<file path="src/rtl/vga_timing_gen.sv">
// vga_timing_gen
//   Raster timing generator for 640x480@60Hz VGA (defaults), clocked at the
//   25 MHz pixel clock. It produces beam coordinates, an active-video flag,
//   the hsync/vsync pulses and line/frame start strobes.
//
// Ports
//   clk          in   pixel clock; every state change happens on its rising edge
//   rst_n        in   asynchronous active-low reset
//   x            out  [9:0] horizontal position, 0..H_TOTAL-1
//   y            out  [9:0] vertical position, 0..V_TOTAL-1
//   active       out  visible-area flag for the presented (x,y)
//   hsync        out  horizontal sync, polarity selected by SYNC_POL
//   vsync        out  vertical sync, polarity selected by SYNC_POL
//   line_start   out  one-cycle strobe while x==0 is presented
//   frame_start  out  one-cycle strobe while (x,y)==(0,0) is presented
//
// All outputs are registered and aligned. The decode is done on the
// next-state counter values, so every flag describes the coordinate shown
// in the same cycle. H_TOTAL and V_TOTAL must both be <= 1024.
module vga_timing_gen #(
  parameter int H_ACTIVE = 640,
  parameter int H_FP     = 16,
  parameter int H_SYNC   = 96,
  parameter int H_BP     = 48,
  parameter int V_ACTIVE = 480,
  parameter int V_FP     = 10,
  parameter int V_SYNC   = 2,
  parameter int V_BP     = 33,
  parameter int SYNC_POL = 0
) (
  input  logic       clk,
  input  logic       rst_n,
  output logic [9:0] x,
  output logic [9:0] y,
  output logic       active,
  output logic       hsync,
  output logic       vsync,
  output logic       line_start,
  output logic       frame_start
);

  // Sums are formed at full integer width and only then narrowed to the
  // 10-bit compare width of the counters.
  localparam int H_TOTAL = H_ACTIVE + H_FP + H_SYNC + H_BP;
  localparam int V_TOTAL = V_ACTIVE + V_FP + V_SYNC + V_BP;

  localparam logic [9:0] H_LAST     = 10'(H_TOTAL - 1);
  localparam logic [9:0] H_ACT_END  = 10'(H_ACTIVE);
  localparam logic [9:0] H_SYNC_BEG = 10'(H_ACTIVE + H_FP);
  localparam logic [9:0] H_SYNC_END = 10'(H_ACTIVE + H_FP + H_SYNC);

  localparam logic [9:0] V_LAST     = 10'(V_TOTAL - 1);
  localparam logic [9:0] V_ACT_END  = 10'(V_ACTIVE);
  localparam logic [9:0] V_SYNC_BEG = 10'(V_ACTIVE + V_FP);
  localparam logic [9:0] V_SYNC_END = 10'(V_ACTIVE + V_FP + V_SYNC);

  // Level driven on hsync/vsync while the pulse is asserted.
  localparam logic SYNC_ON = (SYNC_POL != 0) ? 1'b1 : 1'b0;

  // ST_IDLE is the 'not running' condition after reset: the first edge out
  // of it presents (0,0) instead of advancing, so pixel (0,0) is never lost.
  typedef enum logic {
    ST_IDLE = 1'b0,
    ST_RUN  = 1'b1
  } state_t;

  state_t     state, state_nx;
  logic [9:0] x_nx, y_nx;
  logic       active_nx, hsync_nx, vsync_nx, line_start_nx, frame_start_nx;
  logic       h_in_sync, v_in_sync;

  always_ff @(posedge clk or negedge rst_n) begin
    if (!rst_n) begin
      state <= ST_IDLE;
    end else begin
      state <= state_nx;
    end
  end

  // Next-state counters.
  always_comb begin
    state_nx = ST_RUN;
    x_nx     = 10'd0;
    y_nx     = 10'd0;
    case (state)
      ST_IDLE: begin
        x_nx = 10'd0;
        y_nx = 10'd0;
      end
      ST_RUN: begin
        if (x == H_LAST) begin
          x_nx = 10'd0;
          y_nx = (y == V_LAST) ? 10'd0 : y + 10'd1;
        end else begin
          x_nx = x + 10'd1;
          y_nx = y;
        end
      end
      default: begin
        x_nx = 10'd0;
        y_nx = 10'd0;
      end
    endcase
  end

  // Output decode from the next-state coordinates.
  always_comb begin
    h_in_sync      = (x_nx >= H_SYNC_BEG) && (x_nx < H_SYNC_END);
    v_in_sync      = (y_nx >= V_SYNC_BEG) && (y_nx < V_SYNC_END);
    active_nx      = (x_nx < H_ACT_END) && (y_nx < V_ACT_END);
    hsync_nx       = h_in_sync ? SYNC_ON : ~SYNC_ON;
    vsync_nx       = v_in_sync ? SYNC_ON : ~SYNC_ON;
    line_start_nx  = (x_nx == 10'd0);
    frame_start_nx = (x_nx == 10'd0) && (y_nx == 10'd0);
  end

  always_ff @(posedge clk or negedge rst_n) begin
    if (!rst_n) begin
      x           <= 10'd0;
      y           <= 10'd0;
      active      <= 1'b0;
      hsync       <= ~SYNC_ON;
      vsync       <= ~SYNC_ON;
      line_start  <= 1'b0;
      frame_start <= 1'b0;
    end else begin
      x           <= x_nx;
      y           <= y_nx;
      active      <= active_nx;
      hsync       <= hsync_nx;
      vsync       <= vsync_nx;
      line_start  <= line_start_nx;
      frame_start <= frame_start_nx;
    end
  end

endmodule
</file>
<file path="config.mk">
export PLATFORM = sky130hd
export DESIGN_NAME = vga_timing_gen
export DESIGN_NICKNAME = d
export VERILOG_FILES = /design/src/rtl/vga_timing_gen.sv
export SDC_FILE = /design/constraint.sdc
export NUM_CORES = 1
export LEC_CHECK = 0
export CELL_PAD_IN_SITES_DETAIL_PLACEMENT = 1
export CELL_PAD_IN_SITES_GLOBAL_PLACEMENT = 2
export CORE_MARGIN = 2
export CORE_UTILIZATION = 33
export CTS_BUF_LIST = sky130_fd_sc_hd__clkbuf_4 sky130_fd_sc_hd__clkbuf_8 sky130_fd_sc_hd__clkbuf_16
export CTS_CLUSTER_DIAMETER = 150
export DETAILED_ROUTE_END_ITERATION = 10
export GPL_ROUTABILITY_DRIVEN = 1
export PLACE_DENSITY_LB_ADDON = 0.1
export SYNTH_ARGS = -nofsm -noshare
export SYNTH_HDL_FRONTEND = slang
export SYNTH_SLANG_ARGS = --single-unit
</file>
<file path="constraint.sdc">
create_clock -name clk -period 3.1 [get_ports clk]
set_clock_uncertainty 0.2 [all_clocks]
set_input_delay 0.775 -clock clk [delete_from_list [all_inputs] [get_ports clk]]
set_output_delay 0.775 -clock clk [all_outputs]
set_load 0.01 [all_outputs]
</file>
==> results.py <==
metrics = {
    "outcome": {
        "run_status": "finished clean",
    },
    "timing": {
        "rsz0062_at_grt": "false",
        "timing.slew.headroom": 0.6225,
        "final-hold-violation-count": 0,
        "finalSetupTns_ns": 0,
        "max_freq_mhz": 389.8,
        "timing.final.setup_violations": 0,
        "timing_max_transition_violations_final": 0,
        "final_critical_path_setup_slack_ns": 0.5343,
        "layout_worst_path_cycle_share": 0.8277,
        "tightest_slew_ns": 0.5610,
        "final_period_minus_worst_setup_slack_ns": 2.566,
    },
    "critical_path": {
        "critical-path-max-stage-delay_ns": 0.45,
        "worst_path_dominant_cell_family": "simple AND/OR/NAND/NOR gates",
        "startpoint": "x[1]$_DFF_PN0_",
        "worstSetupPathType": "reg2reg",
        "path_max_fanout": 8,
        "cp-start-kind": "register",
        "worst_ep_arrival_time_ns": 2.54,
        "crit_path_frequent_cell": "and4_1",
        "timing.critical_path.required_ns": 3.08,
        "rr_startpoint": "x[1]$_DFF_PN0_",
        "crit_buf_inv": 0,
        "register_to_register_setup_slack_ns": 0.53,
        "critical_path.reg2reg.endpoint": "frame_start$_DFF_PN0_",
        "worstSetupEndpointType": "register",
        "timing.reg2reg.worst_path_depth": 6,
        "timing.critical_path.cells": "ha_1, and4_1, nand4_2, o41ai_1, o21ai_0, and4_1",
        "critical-path-slowest-cell": "o41ai_1",
    },
    "clocking": {
        "cts_sink_cnt": 26,
        "cts.reportedPaths.clkPinSlew_ns": 0.10,
        "clock_tree.root_cell": "clkbuf_8",
        "tritoncts": "yes",
        "clk_latency_ns": 0.28,
        "clock_tree.htree_level_count": 1,
        "clk_path_buf_depth": 2,
        "cts_setup_buffers": 0,
        "post_cts_resized": 0,
        "cts_buffers": 3,
        "ctsHoldBuffers": 0,
    },
    "final_layout": {
        "final-instance-count-excl-fill": 258,
        "layout.nets": 197,
        "layout_commonest_cell": "clkdlybuf4s50_1",
        "fillers": 573,
        "post_route_cells_drive_above_1_share": 0.1204,
        "area_growth_pct": 20.64,
        "layout.cell_area.non_filler_um2": 2018,
        "insertedDiodeCount": 0,
        "commonest_cells_after_routing_fill_and_taps_aside": "26 x clkdlybuf4s50_1, 24 x dfrtp_1, 18 x nor2_1",
    },
    "logic_synthesis": {
        "synth_cells": 168,
        "synth-edff-count": 0,
        "synthFlopType": "dfrtp_1",
        "synth_sequential_area_ratio": 0.3904,
        "yosys_register_bits": 26,
        "synth_cell_types": 47,
        "synth_fp_nets": 173,
        "async_flop_share": 1.000,
        "synth_area_um2": 1673,
        "synth_warn": 0,
        "synth_area_per_cell_um2": 9.957,
    },
    "floorplan": {
        "floorplan.die.width_um": 75.20,
        "die_height_um": 75.20,
        "core_um2": 4817,
        "placement_rows": 25,
        "io-pin-count": 27,
        "fp.dieArea_um2": 5655,
        "floorplan.initialDensity": 0.3473,
    },
    "detailed_routing": {
        "vias": 1386,
        "first_iter_violations": 59,
        "detail_route.wirelength_um": 4625,
        "ant_nets": 0,
        "post_dr_vias_cell": 5.372,
        "route.detailed.drc": 0,
        "wire_per_inst_um": 17.93,
        "drt_first_pass_iters": 4,
    },
    "global_route": {
        "via_count_of_the_first_global_routing_pass": 1457,
        "grt.overflow.total": 0,
        "grt_first_pass_wirelength_um": 7652,
        "initial_antenna_violation_count": 0,
        "grt_usage": 0.1801,
        "grt_max_degree": 27,
    },
    "place": {
        "placement.setup.worst_slack_ns": 0.5371,
        "placedCellCount": 254,
        "dp_hpwl_um": 3424,
        "count_of_input_and_output_buffers": 26,
        "dpl-instance-area_um2": 1947,
        "routabilityCongestion": 0.8709,
    },
    "run": {
        "drv_cap": 0,
    },
    "pwr": {
        "power-per-cell-area_nw_per_um2": 342.1,
        "leakage_power_nw": 0.8180,
        "worst_ir_drop_vdd_mv": 0.1734,
    },
    "min_path": {
        "startpoint_of_the_most_critical_hold_path": "x[0]$_DFF_PN0_",
        "worst_hold_path.num_cells": 1,
        "hold_path_end": "x[0]$_DFF_PN0_",
        "timing.hold.worst.class": "reg2reg",
    },
}
==> cells in the mapped netlist, types with 2 or more instances <==
cell type | instances | area share
and4_1 | 3 | 0.016
nand2b_1 | 2 | 0.0075
o22ai_1 | 3 | 0.011
nor4_1 | 2 | 0.0075
a31oi_1 | 2 | 0.0075
a41o_1 | 2 | 0.012
and3_1 | 2 | 0.0075
ha_1 | 3 | 0.022
nor2_1 | 18 | 0.040
nor2b_1 | 4 | 0.015
buf_6 | 4 | 0.027
dfstp_2 | 2 | 0.031
nand3_1 | 8 | 0.024
mux2i_1 | 2 | 0.012
dfrtp_1 | 24 | 0.36
nor3_1 | 2 | 0.0060
xor2_1 | 9 | 0.047
and3b_1 | 2 | 0.010
and2_1 | 3 | 0.011
inv_1 | 5 | 0.011
o21ai_0 | 5 | 0.015
nand4_1 | 5 | 0.019
xnor2_1 | 7 | 0.037
nor4_4 | 2 | 0.025
nor4b_4 | 2 | 0.028
nand2_1 | 15 | 0.034
a21oi_1 | 7 | 0.021
buf_4 | 3 | 0.013
a41oi_1 | 2 | 0.010
==> kinds of logic after synthesis <==
logic type               synth area share
flip-flops                         0.3904
multiplexers                      0.02094
XOR/XNOR                          0.08377
other                            0.002242
AND/OR/NAND/NOR                    0.3156
AO/OA/AOI/OAI                      0.1070
adder cells (fa/ha/maj)           0.02244
buffers and inverters             0.05759
==> metal layers <==
layer | wire length, um | global-route usage | part of all wire
met5 | 0 | 0 | 0
met2 | 2159 | 0.2758 | 0.47
met4 | 36 | 0.04288 | 0.0078
met3 | 117 | 0.02811 | 0.025
met1 | 2311 | 0.2669 | 0.50
==> cell type report <==
type | count | area, um2 | area share
Inverter | 5 | 18.77 | 0.009299
Timing Repair Buffer | 27 | 267.8 | 0.1327
Clock buffer | 3 | 41.29 | 0.02046
Tap cell | 67 | 83.83 | 0.04154
Sequential cell | 26 | 653.1 | 0.3236
Multi-Input combinational cell | 129 | 923.4 | 0.4575
Clock inverter | 1 | 30.03 | 0.01488
==> worst max-delay path by stage <==
stage                                  to  slack [ns]  cells after the start
floorplan           frame_start$_DFF_PN0_        0.86                      8
global placement          vsync$_DFF_PN1_        0.58                      7
detailed placement        vsync$_DFF_PN1_        0.54                      7
CTS                       vsync$_DFF_PN1_        0.53                      7
global route             active$_DFF_PN0_        0.33                      7
finish              frame_start$_DFF_PN0_        0.53                      6
==> report_power, final <==
group / switching, mW / internal, mW / leakage (nW)
combinational: 0.0238 / 0.0192 / 0.442
sequential: 0.00997 / 0.345 / 0.341
clock: 0.119 / 0.173 / 0.0357
==> through the flow <==
| step | power (mW) | utilization | hold WS [ns] |
|---|---|---|---|
| final | 0.6905 | 0.4190 | 0.3460 |
| after global routing | 0.7178 | 0.4190 | 0.3881 |
| after CTS | 0.6994 | 0.4190 | 0.3498 |
| after detailed placement | 0.4058 | 0.4042 | 0.3341 |
| after global placement | 0.4046 | 0.4042 | 0.3095 |
| after floorplan | 0.3822 | - | 0.2794 |
==> sequential cells by signal, indices dropped and copies added (netlist names) <==
name,cells
state,1
y,10
line_start,1
hsync,1
active,1
x,10
frame_start,1
vsync,1
No activity file was read; power rests on OpenSTA's default activity.
